<file path="src/rtl/median_prep_pkg.sv">
// Shared definitions for the median-preparation pipeline.
//   WIN_DIM   : side length of the square neighbourhood
//   WIN_ELEMS : number of pixels in one window
//   win_idx   : flat element index of window position (r, c); r=0 top, c=0 left
package median_prep_pkg;

  localparam int WIN_DIM   = 3;
  localparam int WIN_ELEMS = WIN_DIM * WIN_DIM;

  function automatic int win_idx(input int r, input int c);
    return WIN_DIM * r + c;
  endfunction

endpackage

</file>
<file path="src/rtl/window_3x3_assembler_raster_counter.sv">
// Raster position tracker: counts accepted pixels across a frame.
// Ports:
//   clk, rst : rising-edge clock, asynchronous active-high reset
//   advance  : one pixel accepted this cycle
//   col, row : position of the pixel currently presented (before advance)
//   last     : current position is the final pixel of the frame
module raster_counter #(
  parameter int IMG_W = 5,
  parameter int IMG_H = 5,
  parameter int COL_W = $clog2(IMG_W),
  parameter int ROW_W = $clog2(IMG_H)
) (
  input  logic             clk,
  input  logic             rst,
  input  logic             advance,
  output logic [COL_W-1:0] col,
  output logic [ROW_W-1:0] row,
  output logic             last
);

  logic col_end;
  logic row_end;

  assign col_end = (col == COL_W'(IMG_W - 1));
  assign row_end = (row == ROW_W'(IMG_H - 1));
  assign last    = col_end && row_end;

  // NOTE: sequential state is updated with non-blocking assignments so every
  // register samples pre-edge values regardless of statement order.
  always_ff @(posedge clk or posedge rst) begin
    if (rst) begin
      col <= '0;
      row <= '0;
    end else if (advance) begin
      if (col_end) begin
        col <= '0;
        // Last pixel of the frame wraps both counters, so the next frame
        // starts immediately with no idle cycle.
        row <= row_end ? '0 : row + ROW_W'(1);
      end else begin
        col <= col + COL_W'(1);
      end
    end
  end

endmodule

</file>
<file path="src/rtl/window_3x3_assembler.sv">
// 3x3 neighbourhood builder feeding the median sorter.
// Takes the live pixel plus two line-buffer taps on one strobe and emits one
// window per interior centre pixel (no border padding).
// Ports:
//   clk, rst      : rising-edge clock, asynchronous active-high reset
//   done_i        : pixel strobe; all three data inputs valid this cycle
//   data_row0_i   : newest line (bottom of window)
//   data_row1_i   : tap one line old (middle)
//   data_row2_i   : tap two lines old (top)
//   window_o      : element k = 3*r + c at [k*WIDTH +: WIDTH], r=0 top, c=0 left
//   done_o        : window_o valid strobe, one cycle per window
//   frame_done_o  : one-cycle pulse with the last window of a frame
module window_3x3_assembler
  import median_prep_pkg::*;
#(
  parameter int WIDTH = 8,
  parameter int IMG_W = 5,
  parameter int IMG_H = 5
) (
  input  logic                       clk,
  input  logic                       rst,
  input  logic                       done_i,
  input  logic [WIDTH-1:0]           data_row0_i,
  input  logic [WIDTH-1:0]           data_row1_i,
  input  logic [WIDTH-1:0]           data_row2_i,
  output logic [WIN_ELEMS*WIDTH-1:0] window_o,
  output logic                       done_o,
  output logic                       frame_done_o
);

  localparam int COL_W = $clog2(IMG_W);
  localparam int ROW_W = $clog2(IMG_H);

  logic [COL_W-1:0] col_cnt;
  logic [ROW_W-1:0] row_cnt;
  logic             last_px;
  logic             interior;

  // Column storage indexed [row], row 0 = top. The live taps act as the
  // right-hand column, so only the two older columns need registers.
  logic [WIDTH-1:0] left_col [WIN_DIM];
  logic [WIDTH-1:0] mid_col  [WIN_DIM];
  logic [WIDTH-1:0] live_col [WIN_DIM];

  logic [WIN_ELEMS*WIDTH-1:0] win_next;

  raster_counter #(
    .IMG_W (IMG_W),
    .IMG_H (IMG_H),
    .COL_W (COL_W),
    .ROW_W (ROW_W)
  ) u_raster (
    .clk     (clk),
    .rst     (rst),
    .advance (done_i),
    .col     (col_cnt),
    .row     (row_cnt),
    .last    (last_px)
  );

  // A window exists only once two full rows and two columns of the current
  // line precede the pixel; this also keeps last line's stale columns out.
  assign interior = (row_cnt >= ROW_W'(2)) && (col_cnt >= COL_W'(2));

  assign live_col[0] = data_row2_i;
  assign live_col[1] = data_row1_i;
  assign live_col[2] = data_row0_i;

  // NOTE: the combinational result gets a full default before the loops so
  // no path leaves it unassigned and no latch is inferred.
  always_comb begin
    win_next = '0;
    for (int r = 0; r < WIN_DIM; r++) begin
      win_next[win_idx(r, 0)*WIDTH +: WIDTH] = left_col[r];
      win_next[win_idx(r, 1)*WIDTH +: WIDTH] = mid_col[r];
      win_next[win_idx(r, 2)*WIDTH +: WIDTH] = live_col[r];
    end
  end

  // NOTE: the column registers are small register arrays, not RAM, so they
  // are cleared on reset like any other state.
  always_ff @(posedge clk or posedge rst) begin
    if (rst) begin
      for (int r = 0; r < WIN_DIM; r++) begin
        left_col[r] <= '0;
        mid_col[r]  <= '0;
      end
    end else if (done_i) begin
      for (int r = 0; r < WIN_DIM; r++) begin
        left_col[r] <= mid_col[r];
        mid_col[r]  <= live_col[r];
      end
    end
  end

  always_ff @(posedge clk or posedge rst) begin
    if (rst) begin
      window_o     <= '0;
      done_o       <= 1'b0;
      frame_done_o <= 1'b0;
    end else begin
      done_o       <= done_i && interior;
      frame_done_o <= done_i && last_px;
      // window_o holds its last value between windows.
      if (done_i && interior) begin
        window_o <= win_next;
      end
    end
  end

endmodule
</file>
<file path="config.mk">
export PLATFORM = sky130hd
export DESIGN_NAME = window_3x3_assembler
export DESIGN_NICKNAME = d
export VERILOG_FILES = /design/src/rtl/median_prep_pkg.sv /design/src/rtl/window_3x3_assembler_raster_counter.sv /design/src/rtl/window_3x3_assembler.sv
export SDC_FILE = /design/constraint.sdc
export NUM_CORES = 1
export LEC_CHECK = 0
export ABC_AREA = 1
export CELL_PAD_IN_SITES_DETAIL_PLACEMENT = 0
export CELL_PAD_IN_SITES_GLOBAL_PLACEMENT = 2
export CORE_MARGIN = 4
export CORE_UTILIZATION = 33
export DETAILED_ROUTE_END_ITERATION = 12
export PLACE_DENSITY = 0.86
export SLEW_MARGIN = 0
export SYNTH_ARGS = -nofsm -noshare
export SYNTH_HDL_FRONTEND = slang
export SYNTH_HIERARCHICAL = 1
export SYNTH_SLANG_ARGS = --single-unit
export TNS_END_PERCENT = 100
</file>
<file path="constraint.sdc">
create_clock -name clk -period 8.3 [get_ports clk]
set_clock_uncertainty 0.2 [all_clocks]
set_input_delay 0.83 -clock clk [delete_from_list [all_inputs] [get_ports clk]]
set_output_delay 0.83 -clock clk [all_outputs]
set_load 0.005 [all_outputs]
</file>
==> qor.csv <==
metric,value,unit
clock_latency,410,ps
gp_congestion,0.7516,
netlist_area,0.005160,mm²
critPathRequiredTime,8440,ps
finalCritPeriodShare,0.3754,
postSynthAreaPerCell,9.117,µm²
synth-seq-cells,128,
critPathMaxFanout,72,
max_stage_delay,910,ps
cp_cell_sequence,buf_2 -> buf_4 -> inv_2 -> nor2_8 -> nand3_1 -> nand2_1,
critPathArrivalTime,3260,ps
synth_mux_area_frac,0,
dieHeight,133.0,µm
mostFrequentLayoutCells,"297 x nand2_1, 128 x dfrtp_1, 99 x clkdlybuf4s50_1",
postRouteAntennaNets,0,
cts_buffers,17,
grt_antenna_before_repair,0,
wire_per_inst,14.00,µm
synth_compound_area_frac,0.006305,
fin_nets,688,
p_leak,3.469,nW
syn_inst,566,
min_to,window_o[30],
status,"complete, no violations",
drc_errors,0,
fmaxAchievable,0.3210,GHz
dieArea,0.01770,mm²
path_class,primary input to flop,
yosys.area_share.simple,0.3138,
cap_violations,0,
end_kind,flop,
wirelength,12320,µm
grt_usage,0.1469,
cts_tree,done,
ctsRootBufferMaster,clkbuf_16,
hold_start,window_o[30],
cts_buffer_depth,2,
min-delay-path-class,flop to flop,
setup_violations,0,
rrSetupSlack,6380,ps
area_growth,31.98,%
slew_headroom,0.2637,
vdd_drop_max,191.3,µV
num_vias,3994,
synth_nets,597,
first_global_vias,4105,
n_antenna_cell,0,
pre_cts_slack,4713,ps
numPortBuffers,100,
power.density,362.6,mW/mm²
via_per_inst,4.539,
setup_ws,5185,ps
slew_violations,0,
reg2reg_to,window_o[52],
whs_path_depth,2,
start_util,0.3382,
rr_startpoint,u_raster/row[1],
synth-xor-area-share,0,
r2r_cells,4,
hpwl,7732,µm
tns,0,ps
synth.distinct_cells,20,
ys_seq_area_frac,0.6208,
period_minus_slack,3115,ps
worst-slew-pin-transition,1104,ps
synthAdderAreaFrac,0.009699,
clock-sinks,128,
ctsResizeCount,0,
core-area,0.01526,mm²
hold_viol,0,
post_cts.repair.setup_buffers,0,
htreeDepth,4,
cts_hold_buf,0,
firstDrtPassIters,4,
drive_above_1_share,0.07773,
synth_top_family_by_area,simple AND/OR/NAND/NOR gates,
grt_pass1_wl,20780,µm
layout_commonest_cell,nand2_1,
critPathSlowestCell,nor2_8,
fin_cells,880,
rsz0062_at_grt,false,
boundaryPins,101,
die_w,133.0,µm
clk_pin_slew,50,ps
yosys_warnings,6,
rows,45,
overflow,0,
grt_max_degree,88,
dp.cells,849,
cp-start-kind,primary input,
first_iter_violations,200,
[worst max path at each step]
stage / end / startpoint / slack, ps / cells past startpoint
finish: window_o[52] / done_i / 5180 / 6
global route: window_o[60] / done_i / 4960 / 6
CTS: window_o[35] / done_i / 5150 / 6
detailed placement: window_o[35] / done_i / 4710 / 6
global placement: window_o[35] / done_i / 4760 / 6
floorplan: done_o / rst / 4030 / 1
[stage by stage]
step | instance area (µm²) | hold WS (ps) | total power [mW] | util
after CTS | 6810 | 272.9 | 2.512 | 0.4463
final | 6810 | 266.4 | 2.470 | 0.4463
after global placement | 6250 | 259.4 | 1.775 | 0.4096
after floorplan | 5160 | 242.7 | 1.338 | -
after detailed placement | 6250 | 259.2 | 1.797 | 0.4096
after global routing | 6810 | 282.9 | 2.642 | 0.4463
[logic make-up after synthesis]
kind of cell	after synthesis
simple gates	382
flops	128
buf+inv	46
compound gates	6
fa+ha+maj	4
[cells in the mapped netlist]
library cell	instances	share of area
nand2_2	1	0.0012
o21bai_1	1	0.0015
buf_2	12	0.012
o21ai_0	3	0.0029
nand3_2	11	0.021
clkbuf_1	8	0.0058
buf_4	4	0.0058
dfrtp_1	128	0.62
nor2_8	1	0.0039
nor2_1	5	0.0036
buf_1	1	0.00073
nand3_1	65	0.063
ha_1	4	0.0097
a21oi_1	2	0.0019
inv_1	10	0.0073
buf_6	7	0.015
or2_0	1	0.0012
inv_2	4	0.0029
nand2_1	297	0.22
nand3_4	1	0.0034
[critical path, delay by kind of cell]
family,cells,cell delay [ps]
buffers and inverters,3,1100
AND/OR/NAND/NOR,3,1230
[layer usage]
layer	wire [µm]	GRT usage	vias to the layer above	share of wire
met4	209	0.06813	0	0.017
met3	606	0.04259	15	0.049
li1	-	-	1950	-
met5	0	0	-	0
met2	5882	0.2269	93	0.48
met1	5622	0.1909	1936	0.46
[report_power, final]
group          switching (mW)  internal (mW)  leakage (nW)  total [mW]
Clock                   0.254          0.447         0.283       0.702
Sequential              0.134          0.832          1.60       0.965
Combinational           0.391          0.412          1.59       0.803
Total                   0.779           1.69          3.47        2.47
[sequential cells by signal, summed over array words and instances, names as in the netlist]
register      count
done_o            1
frame_done_o      1
left_col         24
mid_col          24
u_raster/col      3
u_raster/row      3
window_o         72
[layout make-up]
type | instances | area (µm²)
Clock buffer | 25 | 505.5
Clock inverter | 6 | 55.05
Fill cell | 1508 | 8448
Inverter | 14 | 55.05
Multi-Input combinational cell | 392 | 1702
Sequential cell | 128 | 3203
Tap cell | 211 | 264.0
Timing Repair Buffer | 104 | 1026
Power figures use the tool's default switching activity.
==> patch 1, RTL diff (same flow settings) <==
Register the inputs `done_i`, `data_row0_i`, `data_row1_i` and `data_row2_i` before use, with the module's reset. The logic sees them one clock later. Comments in the files are not updated.
--- a/src/rtl/window_3x3_assembler.sv
+++ b/src/rtl/window_3x3_assembler.sv
@@ -32,4 +32,23 @@
   localparam int ROW_W = $clog2(IMG_H);
 
+  logic done_q;
+  logic [WIDTH-1:0] data_row0_q;
+  logic [WIDTH-1:0] data_row1_q;
+  logic [WIDTH-1:0] data_row2_q;
+
+  always_ff @(posedge clk or posedge rst) begin
+    if (rst) begin
+      done_q      <= '0;
+      data_row0_q <= '0;
+      data_row1_q <= '0;
+      data_row2_q <= '0;
+    end else begin
+      done_q      <= done_i;
+      data_row0_q <= data_row0_i;
+      data_row1_q <= data_row1_i;
+      data_row2_q <= data_row2_i;
+    end
+  end
+
   logic [COL_W-1:0] col_cnt;
   logic [ROW_W-1:0] row_cnt;
@@ -53,5 +72,5 @@
     .clk     (clk),
     .rst     (rst),
-    .advance (done_i),
+    .advance (done_q),
     .col     (col_cnt),
     .row     (row_cnt),
@@ -63,7 +82,7 @@
   assign interior = (row_cnt >= ROW_W'(2)) && (col_cnt >= COL_W'(2));
 
-  assign live_col[0] = data_row2_i;
-  assign live_col[1] = data_row1_i;
-  assign live_col[2] = data_row0_i;
+  assign live_col[0] = data_row2_q;
+  assign live_col[1] = data_row1_q;
+  assign live_col[2] = data_row0_q;
 
   // NOTE: the combinational result gets a full default before the loops so
@@ -86,5 +105,5 @@
         mid_col[r]  <= '0;
       end
-    end else if (done_i) begin
+    end else if (done_q) begin
       for (int r = 0; r < WIN_DIM; r++) begin
         left_col[r] <= mid_col[r];
@@ -100,8 +119,8 @@
       frame_done_o <= 1'b0;
     end else begin
-      done_o       <= done_i && interior;
-      frame_done_o <= done_i && last_px;
+      done_o       <= done_q && interior;
+      frame_done_o <= done_q && last_px;
       // window_o holds its last value between windows.
-      if (done_i && interior) begin
+      if (done_q && interior) begin
         window_o <= win_next;
       end
Behaviour: same outputs for any inputs over 10 cycles, from zero or initial values and one cycle with rst high; that may be too few to reach the edited logic, so the function may still have changed.
==> patch 1 against the original RTL <==
Synthesized area grew 11%; worst hold slack improved by 0.00096 ns; power increased by 4.5%; routed wire length is 2.8% higher; sequential cell count is 25 higher; setup slack better by 0.41 ns; design area increased by 8.7%; non-clock buffer count stayed put.
==> patch 1: results <==
[setup_path]
worstPathArrival_ns = 2.85
cp_top_family = simple AND/OR/NAND/NOR gates
max_stage_delay_ns = 0.86
r2r_start = done_q
critPathKind = reg -> reg

[drt]
routed_wl_mm = 12.7
vias = 4162
drt_iter0_markers = 208
wl_per_cell_um = 13.8

[placed_design]
placed_area_um2 = 6850
gp_congestion = 0.725
dp_hpwl_mm = 7.62
numPlacedInstances = 883

[yosys]
synth_common_cells = nand2_1, dfrtp_1, nand3_1, buf_2
synth.area.top_cells = dfrtp_1, nand2_1, nand3_1
syn_nets = 622
synth_flop_cell = dfrtp_1
syn_inst = 591
ys_seq_area_share_pct = 67.1

[cts]
htreeDepth = 4
post_cts.repair.setup_buffers = 0

[final_layout]
drive_gt1_share_pct = 6.47
fillers = 1677
largestRegisters = window_o: 72 flops, left_col: 24 flops, mid_col: 24 flops
final_nets = 713

[global_routing]
grt_pass1_wl_mm = 21.5
track_usage_pct = 13.6
grt_pass1_vias = 4306
grt_max_degree = 86

[run]
maxCapViolCount = 0

[worst_hold_path]
min_path_type = reg -> reg
min_from = window_o[10]

[sta]
worst_slew_margin_rel_pct = 35.0
max_freq_mhz = 369

[outcome]
outcome = finished, final reports clean

[power]
p_leak_uw = 0.00373
peakVddDrop_mv = 0.162
==> patch 1: changes by cell type after synthesis, moves of 2 or more <==
| cell | before | now |
|---|---|---|
| nand3_2 | 11 | 1 |
| clkbuf_1 | 8 | 6 |
| nand3_1 | 65 | 75 |
| buf_1 | 1 | 5 |
| dfrtp_1 | 128 | 153 |
| buf_4 | 4 | 10 |
| buf_6 | 7 | 0 |
==> patch 1: kinds of logic after synthesis <==
family / count (synthesis) / share of synthesized area (%)
buffers and inverters: 46 / 3.97
DFF: 153 / 67.1
adders and majority gates: 4 / 0.877
and+or+nand+nor: 382 / 27.5
AOI/OAI and AO/OA: 6 / 0.570
==> patch 1: cell type report <==
class	count	area, µm²	area share, %
Inverter	14	60.1	0.811
Clock inverter	12	101	1.37
Multi-Input combinational cell	392	1650	22.3
Clock buffer	20	457	6.17
Sequential cell	153	3830	51.7
Tap cell	220	275	3.72
Timing Repair Buffer	104	1030	13.9
==> patch 1: metrics by stage <==
stage	total power, µW	setup slack, ns	utilization (%)	hold WS, ns
finish	2580	5.59	44.2	0.267
global route	2760	5.29	44.2	0.289
CTS	2620	5.48	44.2	0.272
detailed placement	1890	5.24	40.9	0.258
global placement	1870	5.29	40.9	0.254
floorplan	1450	3.32	-	0.243
==> patch 1: tightest hold or removal path: stages (launching register included) <==
cell and delay, ns:
dfrtp_1 0.34, nand2_1 0.05, nand2_1 0.04
==> patch 1: where the power goes <==
part           internal, µW  switching [µW]  total, µW
registers               947             126       1070
clock network           425             296        722
logic                   389             398        786
total                  1760             820       2580
==> patch 1: path summary, 6_finish.rpt <==
path,depth (start not counted),end,slack [ns]
setup / recovery,5,window_o[41],5.59
hold / removal,2,window_o[10],0.27
setup reg to reg,5,window_o[41],5.59
hold reg to reg,2,window_o[10],0.27
max in group asynchronous,3,done_q,5.80
min in group asynchronous,2,u_raster/row[2],0.56
==> patch 1: layer usage <==
layer / GRT usage (%) / share of wire, %
met5: 0 / 0
met4: 4.07 / 0.85
met3: 4.43 / 4.8
met2: 21.6 / 47
met1: 17.7 / 48
==> patch 2, RTL diff (same settings) <==
Made on the original files. The parameter `WIDTH` goes from 8 to 10.
--- a/src/rtl/window_3x3_assembler.sv
+++ b/src/rtl/window_3x3_assembler.sv
@@ -14,5 +14,5 @@
   import median_prep_pkg::*;
 #(
-  parameter int WIDTH = 8,
+  parameter int WIDTH = 10,
   parameter int IMG_W = 5,
   parameter int IMG_H = 5
Ports: changed (resized data_row0_i, data_row1_i, data_row2_i and window_o); port bits go from 101 to 125. The function was not compared with the original's and may differ.
==> patch 2 against the original RTL <==
Sequential cell count is 30 higher; first-iteration DRC count is 39% higher; setup slack worse by 0.35 ns; register-to-register slack worse by 1.2 ns; routed wire length is 27% higher; worst hold slack better by 0.0059 ns; design area is 19% higher; clock power is 4.4% higher; power is 18% higher; sequential share of layout area is 1.6 points higher; synthesized area is 20% higher; critical endpoint is now window_o[32]; largest power group unchanged.
==> patch 2: results <==
[power]
p_sw_uw = 952
peakVddDrop_mv = 0.164
p_sw_share_pct = 32.8
p_leak_uw = 0.00415
clkPwrFrac_pct = 25.2
pwr-share-seq_pct = 40.9

[drt]
wl_met2_mm = 7.49
vias = 4906
m1WireLength_mm = 7.24
firstDrtPassIters = 5
vias_per_cell = 4.71
drt_iter0_markers = 278
routed_wl_mm = 15.7

[placed_design]
pre_cts_ws_ns = 4.33
placed_area_um2 = 7570
gp_congestion = 0.714
portBuffers = 124
dp_hpwl_mm = 9.57
numPlacedInstances = 1009

[yosys]
synth_common_cells = nand2_1, dfrtp_1, nand3_1, clkbuf_1, inv_1
synth_flop_cell = dfrtp_1
ys_seq_area_share_pct = 63.6
synth-compound-area-share_pct = 0.524
yosys.area_share.adder_pct = 0.806
syn_inst = 694
syn_nets = 731
ys_types = 19
synth.area.top_cells = dfrtp_1, nand2_1, nand3_1

[setup_path]
max_stage_delay_ns = 1.08
worstPathArrival_ns = 3.62
ff2ff_path_depth = 5

[global_routing]
track_usage_pct = 15.1
use_met3_pct = 3.71
grt_pass1_vias = 5060
met1_usage_pct = 19.8
grt_pass1_wl_mm = 26.1
grt_max_degree = 92

[sta]
worst_slew_margin_rel_pct = 22.6

[final_layout]
drive_gt1_share_pct = 4.68
final_nets = 836

[outcome]
outcome = finished, final reports clean
patch 2: cell count changes in the layout (fill, tap and decap cells not counted), sizes merged:
cell | unedited run | this run
buf | 5 | 3
clkbuf | 25 | 22
clkdlybuf4s50 | 99 | 123
clkinv | 5 | 3
clkinvlp | 0 | 6
dfrtp | 128 | 158
nand2 | 298 | 370
nand3 | 77 | 95
patch 2: area by class of cell:
class	instances	area, µm²
repair buffers	126	1250
inverters	14	57.6
well taps	229	287
flip-flops and latches	158	3950
multi-input cells	482	2020
fillers	1787	10100
clock inverters	10	90.1
clock buffers	22	464
patch 2: final timing paths:
path,start,end,slack [ns]
max in group asynchronous,rst,left_col[14],5.74
setup / recovery,done_i,window_o[32],4.84
hold / removal,left_col[8],left_col[8],0.27
min in group asynchronous,rst,u_raster/row[0],0.56
hold reg to reg,left_col[8],left_col[8],0.27
setup reg to reg,u_raster/col[2],window_o[49],5.22
patch 2: worst max-delay path, delay by kind of cell:
kind	cells	cell delay (ns)
AND/OR/NAND/NOR	3	1.38
buffers and inverters	3	1.33
